### src/rtl/stack_arb_pkg.sv
// rtl/stack_arb_pkg.sv - shared FSM encodings and op codes for the stack arbiter
package stack_arb_pkg;

    typedef enum logic [2:0] {
        ST_IDLE = 3'd0,
        ST_PUSH = 3'd1,
        ST_POP  = 3'd2,
        ST_RESP = 3'd3,
        ST_ERR  = 3'd4
    } state_t;

    localparam logic OP_PUSH = 1'b1;
    localparam logic OP_POP  = 1'b0;

endpackage

### src/rtl/rr_arb2.sv
// rtl/rr_arb2.sv - two-way round-robin selector keyed on the last granted index
module rr_arb2 (
    input  logic req0,
    input  logic req1,
    input  logic last,
    output logic winner,
    output logic valid
);

    // On contention the requester that was not granted last wins.
    assign winner = (req0 && req1) ? ~last : req1;
    assign valid  = req0 | req1;

endmodule

### src/rtl/stack_arbiter.sv
// rtl/stack_arbiter.sv - two-requester round-robin front end to a push/pop stack
module stack_arbiter
    import stack_arb_pkg::*;
#(
    parameter int WORD_BITS  = 4,
    parameter int DEPTH_BITS = 2
) (
    input  logic                 clk,
    input  logic                 rst,
    input  logic                 req0,
    input  logic                 req1,
    input  logic                 op0,
    input  logic                 op1,
    input  logic [WORD_BITS-1:0] wdata0,
    input  logic [WORD_BITS-1:0] wdata1,
    output logic                 gnt0,
    output logic                 gnt1,
    output logic                 err0,
    output logic                 err1,
    output logic [WORD_BITS-1:0] rdata,
    output logic                 s_push,
    output logic                 s_pop,
    output logic [WORD_BITS-1:0] s_wdata,
    input  logic [WORD_BITS-1:0] s_rdata,
    output logic                 full,
    output logic                 empty
);

    localparam logic [DEPTH_BITS:0] DEPTH_CNT = (DEPTH_BITS+1)'(2**DEPTH_BITS);
    localparam logic [DEPTH_BITS:0] CNT_ONE   = (DEPTH_BITS+1)'(1);

    state_t                state_q, state_d;
    logic [DEPTH_BITS:0]   count_q, count_d;
    logic                  last_q, last_d;
    logic                  idx_q, idx_d;
    logic [WORD_BITS-1:0]  wdata_q, wdata_d;
    logic [WORD_BITS-1:0]  rdata_q, rdata_d;

    logic                  rr_winner, rr_valid;
    logic                  sel_op;
    logic [WORD_BITS-1:0]  sel_wdata;
    logic                  gnt_pulse, err_pulse;

    rr_arb2 u_rr_arb2 (
        .req0   (req0),
        .req1   (req1),
        .last   (last_q),
        .winner (rr_winner),
        .valid  (rr_valid)
    );

    assign sel_op    = rr_winner ? op1 : op0;
    assign sel_wdata = rr_winner ? wdata1 : wdata0;
    assign full      = (count_q == DEPTH_CNT);
    assign empty     = (count_q == '0);

    always_comb begin
        state_d   = state_q;
        count_d   = count_q;
        last_d    = last_q;
        idx_d     = idx_q;
        wdata_d   = wdata_q;
        rdata_d   = rdata_q;
        gnt_pulse = 1'b0;
        err_pulse = 1'b0;
        s_push    = 1'b0;
        s_pop     = 1'b0;
        rdata     = rdata_q;
        unique case (state_q)
            ST_IDLE: begin
                if (rr_valid) begin
                    idx_d   = rr_winner;
                    wdata_d = sel_wdata;
                    // The chosen state doubles as the latched operation.
                    if (sel_op == OP_PUSH) state_d = full  ? ST_ERR : ST_PUSH;
                    else                   state_d = empty ? ST_ERR : ST_POP;
                end
            end
            ST_PUSH: begin
                s_push    = 1'b1;
                gnt_pulse = 1'b1;
                count_d   = count_q + CNT_ONE;
                last_d    = idx_q;
                state_d   = ST_IDLE;
            end
            ST_POP: begin
                s_pop   = 1'b1;
                count_d = count_q - CNT_ONE;
                state_d = ST_RESP;
            end
            ST_RESP: begin
                // Forward the stack word alongside gnt, then hold it.
                gnt_pulse = 1'b1;
                rdata     = s_rdata;
                rdata_d   = s_rdata;
                last_d    = idx_q;
                state_d   = ST_IDLE;
            end
            ST_ERR: begin
                gnt_pulse = 1'b1;
                err_pulse = 1'b1;
                last_d    = idx_q;
                state_d   = ST_IDLE;
            end
            default: state_d = ST_IDLE;
        endcase
    end

    assign gnt0    = gnt_pulse & ~idx_q;
    assign gnt1    = gnt_pulse &  idx_q;
    assign err0    = err_pulse & ~idx_q;
    assign err1    = err_pulse &  idx_q;
    assign s_wdata = wdata_q;

    always_ff @(posedge clk or negedge rst) begin
        if (!rst) begin
            state_q <= ST_IDLE;
            count_q <= '0;
            last_q  <= 1'b1;
            idx_q   <= 1'b0;
            wdata_q <= '0;
            rdata_q <= '0;
        end else begin
            state_q <= state_d;
            count_q <= count_d;
            last_q  <= last_d;
            idx_q   <= idx_d;
            wdata_q <= wdata_d;
            rdata_q <= rdata_d;
        end
    end

endmodule

### config.mk
export PLATFORM = sky130hd
export DESIGN_NAME = stack_arbiter
export DESIGN_NICKNAME = d
export VERILOG_FILES = /design/src/rtl/stack_arb_pkg.sv /design/src/rtl/rr_arb2.sv /design/src/rtl/stack_arbiter.sv
export SDC_FILE = /design/constraint.sdc
export NUM_CORES = 1
export LEC_CHECK = 0
export CORE_AREA = 2 2 58 44
export CTS_CLUSTER_DIAMETER = 200
export DETAILED_ROUTE_END_ITERATION = 6
export DIE_AREA = 0 0 60 46
export HOLD_SLACK_MARGIN = 0.08
export MAX_ROUTING_LAYER = met4
export PLACE_DENSITY = 0.77
export SLEW_MARGIN = 20
export SYNTH_ARGS = -nofsm -noshare
export SYNTH_HDL_FRONTEND = slang
export SYNTH_SLANG_ARGS = --single-unit
### constraint.sdc
create_clock -name clk -period 2.25 [get_ports clk]
set_input_delay 0.3375 -clock clk [delete_from_list [all_inputs] [get_ports clk]]
set_output_delay 0.3375 -clock clk [all_outputs]
set_load 0.05 [all_outputs]
Word-level counts from Yosys, hierarchy flattened

Cells that the tools add are included.

Output and inout bits: 16
Bits in registers: 16

Eq/ne operators: 6
Reductions and logical operators: 6
Muxes and demuxes: 14
Add/sub/neg operators: 2
Bitwise gates (word level): 7

Operators with widths:

| kind                                                                   | count |
|---|---|
| 3-bit two-way mux                                                      | 4 |
| 3-bit one-hot mux with 2 select lines                                  | 2 |
| 4-bit two-way mux                                                      | 2 |
| 3-bit by 2-bit equality test with 1-bit output (second input constant) | 2 |
| 3-bit equality test (second input constant)                            | 2 |
| 3-bit zero test                                                        | 2 |
| 1-bit two-way mux                                                      | 6 |
| 1-bit AND                                                              | 4 |
| 3-bit by 1-bit adder with 3-bit output (second input constant)         | 1 |
| 3-bit by 1-bit equality test with 1-bit output (second input constant) | 1 |
| 3-bit OR reduction                                                     | 1 |
| 3-bit by 1-bit subtractor with 3-bit output (second input constant)    | 1 |
| 2-bit != test (second input constant)                                  | 1 |
| 1-bit inverter                                                         | 2 |
| 2-bit AND reduction                                                    | 1 |
| 2-bit nonzero test                                                     | 1 |
| 1-bit logical AND                                                      | 1 |
| 1-bit bitwise OR                                                       | 1 |

Longest topological paths before layout

Depth after elaboration: 6
Depth in mapped cells: 5
Depth with buffers taken out: 5

Hierarchy

From an unflattened synthesis, not the netlist that was laid out.

Cell total of the unflattened synthesis: 68
Area, all modules: 787.0 µm²

By module, submodules not included:

| module        | cells each | area an instance (µm²) | times used |
|---|---|---|---|
| stack_arbiter | 66         | 773.2                  | 1 |
| rr_arb2       | 2          | 13.8                   | 1 |

Worst setup path after synthesis

No wires, ideal clock.

Path kind: reg2reg
From: reg count_q[0]
To: reg state_q[2]
Cell stages (with the launch flop): 4
Data arrival time: 2.079 ns
Period minus slack after synthesis: 2.162 ns
Buffers on the path: 0
Setup slack: 0.088 ns
Library setup time: 0.083 ns
Cell sequence: dfrtp_1 > nor3b_1 > o211ai_1 > mux2i_1

Cells in the longest elaborated chain, start to end: 5
Elaborated cells on any way between the ends: 7
Classes of those cells: 1 x eq/ne; 5 x mux; 1 x reduce/logical

RTL lines:

| element                               | line                 | RTL |
|---|---|---|
| from (decl)                           | stack_arbiter.sv:33  | `logic [DEPTH_BITS:0] count_q, count_d;` |
| from (signal assigned)                | stack_arbiter.sv:125 | `count_q <= count_d;` |
| 3-bit equality test                   | stack_arbiter.sv:54  | `assign full = (count_q == DEPTH_CNT);` |
| net full                              | stack_arbiter.sv:25  | `output logic full,` |
| 3-bit two-way mux (2 in series)       | stack_arbiter.sv:75  | `if (sel_op == OP_PUSH) state_d = full ? ST_ERR : ST_PUSH;` |
| 3-bit two-way mux                     | stack_arbiter.sv:71  | `if (rr_valid) begin` |
| 3-bit one-hot mux with 2 select lines | stack_arbiter.sv:69  | `unique case (state_q)` |
| to (signal assigned)                  | stack_arbiter.sv:124 | `state_q <= state_d;` |
| to (decl)                             | stack_arbiter.sv:32  | `state_t state_q, state_d;` |

The timed path passes the listed nets, and every way through them passes these cells. The select of a mux whose other input is x is not followed.
A chain may end at the register's enable or synchronous reset.

Final worst setup path

From: reg state_q[2]
To: out rdata[0]

Cells in the longest elaborated chain, start to end: 2

RTL lines:

| element                                        | line                | RTL |
|---|---|---|
| 3-bit by 2-bit equality test with 1-bit output | stack_arbiter.sv:69 |  |
| 4-bit two-way mux                              | n/a                 |  |
| to (decl)                                      | stack_arbiter.sv:20 | `output logic [WORD_BITS-1:0] rdata,` |

No other way between the ends.

==> impl_metrics.ini <==
[outcome]
status = complete, no violations

[final_layout]
drive_above_1_share = 0.406
layout.nets = 121
area_growth_pct = 42.9
layout.cells.non_filler = 135
num_antenna_cells = 0
utilization = 0.556

[cts]
clockRootBuffer = clkbuf_4
cts_made_buffers = 3
cts_setup_buffers = 0
clk_pin_slew_ps = 100
cts_tree = done
clk_latency_ps = 290
ctsResizeCount = 0
clock_sinks = 16
cts_max_level = 1
cts_buffer_depth = 2
cts_hold_buf = 0

[sta]
fin_crit_sh = 0.890
fin_crit_ps = 2000
finClkSkew_ps = 3.67
hold_viol = 0
fmaxAchievable_mhz = 499
worst_pin_slew_ps = 727
rsz0062_at_grt = no
worst_slack_ps = 246
fin_setup_tns_ps = 0
maxSlewHeadroom = 0.514
setup_viol = 0
drv_slew = 0

[grt]
met2_usage = 0.243
busiest_layer = met2
overflow = 0
antenna_found_initial = 0
grt_pass1_wl_um = 2840
use_met1 = 0.169
grtUsageMet3 = 0.0653
grt_pass1_vias = 665
grt_max_degree = 17
grt_usage = 0.152

[min_path]
hp-class = primary input to asynchronous set/reset pin

[routing]
drc = 0
wl_per_cell_um = 12.9
vias = 647
postRouteWirelength_um = 1740
ant_nets = 0
firstDrtPassIters = 4
vias_per_cell = 4.79
drtIter0Drc = 6

[power]
p_int_uw = 1100
p_switching_uw = 1070
p_total_uw = 2170
p_seq_frac = 0.264
p_leak_uw = 0.000547
swShare = 0.491
clock_power_share = 0.090
pwr-share-comb = 0.645
power.density_nw_per_um2 = 1720
ir_drop_uv = 838

[logic_synthesis]
netlist_area_um2 = 883
yosys.area.top_type = dfrtp_1
yosys_register_bits = 16
syn_nets = 83
yosysWarnings = 0
ys_top_cells_by_area = dfrtp_1 (42%), mux2_4 (6.8%), mux2_1 (6.4%)
syn_avg_cell_area_um2 = 13.8
synth_edf_count = 0
ys_async_sr_fraction = 1.00
yosysMostFrequentCell = dfrtp_1
ys_types = 30
ys_seq_area_frac = 0.455
synth_flop_cell = dfrtp_1
synthCells = 64
synth_top_area_frac = 0.425
yosys-top-cells-count = dfrtp_1 (15), mux2_1 (5), mux2_2 (5)

[setup_path]
cpPeakStageDelay_ps = 510
cp_top_family = flip-flops
cp_num_buf_inv = 1
reg2reg_depth = 5
rr_startpoint = state_q[2]
cp.arrival_ps = 1670
path_max_fanout = 7
start_kind = flop
ff2ff_setup_slack_ps = 490
cp-end-kind = output port
worstSetupPathType = flop to output port
path_depth = 4
required_ps = 1910
r2r_end = count_q[2]
slowest_stage = dfrtp_1
worstPathCellList = nor2b_2, nand2_2, mux2_4, buf_4

[die]
die_area_um2 = 2760
start_util = 0.389
ios = 34
die_width_um = 60
placementRows = 15
die_y_um = 46
core-area_um2 = 2270

[run]
maxCapViolations = 0

[placed_design]
dp_worst_setup_slack_ps = 292
gp_congestion = 0.672
dpl.cell_count = 131
hpwl_um = 1410
port-buffer-count = 33
==> per-layer routing <==
| metal | up-vias | wire length, µm |
|---|---|---|
| li1 | 302 | - |
| met1 | 307 | 808 |
| met2 | 34 | 759 |
| met3 | 4 | 148 |
| met4 | 0 | 25 |
| met5 | - | 0 |
==> worst register-to-register path, stage by stage, from the launching register on <==
cell	delay (ps)
dfrtp_1	510
nor2_2	170
nand2_2	130
fa_1	500
mux2i_4	210
xnor2_1	140
==> sequential cells by signal (all words and copies together) (netlist names) <==
| register | flops |
|---|---|
| s_wdata | 4 |
| rdata_q | 4 |
| state_q | 3 |
| last_q | 1 |
| count_q | 3 |
| idx_q | 1 |
==> cell families after synthesis <==
logic type / after synthesis / share of synthesized area
AOI/OAI and AO/OA: 9 / 0.103
xor gates and xnor gates: 2 / 0.0198
adders and majority gates: 1 / 0.0227
buffers and inverters: 3 / 0.0156
DFF: 16 / 0.455
muxes: 18 / 0.255
and+or+nand+nor: 15 / 0.129
==> power groups by stage <==
stage	Clock, µW	Sequential [µW]	Combinational (µW)
5_1_grt	222	594	1490
4_1_cts	207	576	1420
6_report	196	574	1400
3_5_place_dp	0	578	1420
2_1_floorplan	0	683	947
3_3_place_gp	0	573	1390
==> cell type report <==
class | count | area [µm²]
repair buffers | 33 | 300
well taps | 34 | 42.5
clock buffers | 4 | 36.3
multi-input cells | 45 | 468
fillers | 204 | 1010
inverters | 3 | 13.8
flip-flops and latches | 16 | 402
==> how the worst max path moves through the flow <==
stage	startpoint	endpoint	slack [ps]
final	state_q[2]	rdata[0]	250
after global routing	state_q[2]	rdata[0]	170
after CTS	state_q[0]	rdata[0]	220
after detailed placement	req1	s_wdata[2]	290
after global placement	req1	s_wdata[3]	330
after floorplan	count_q[0]	state_q[2]	90
==> per-stage QoR <==
stage	hold WS (ps)	cell area [µm²]
2_1_floorplan	41.9	883
3_3_place_gp	476	1230
3_5_place_dp	484	1230
4_1_cts	497	1260
5_1_grt	530	1260
6_report	467	1260
==> cell usage in the layout (no fill, tap or decap), types with 3 or more instances in the layout <==
cell type / n
buf_4: 12
clkbuf_4: 3
clkdlybuf4s50_1: 21
dfrtp_1: 15
mux2_1: 5
mux2_2: 5
mux2_4: 4
mux2i_1: 3
nor2_1: 3
Note: power is estimated with default switching activity, not from simulation.
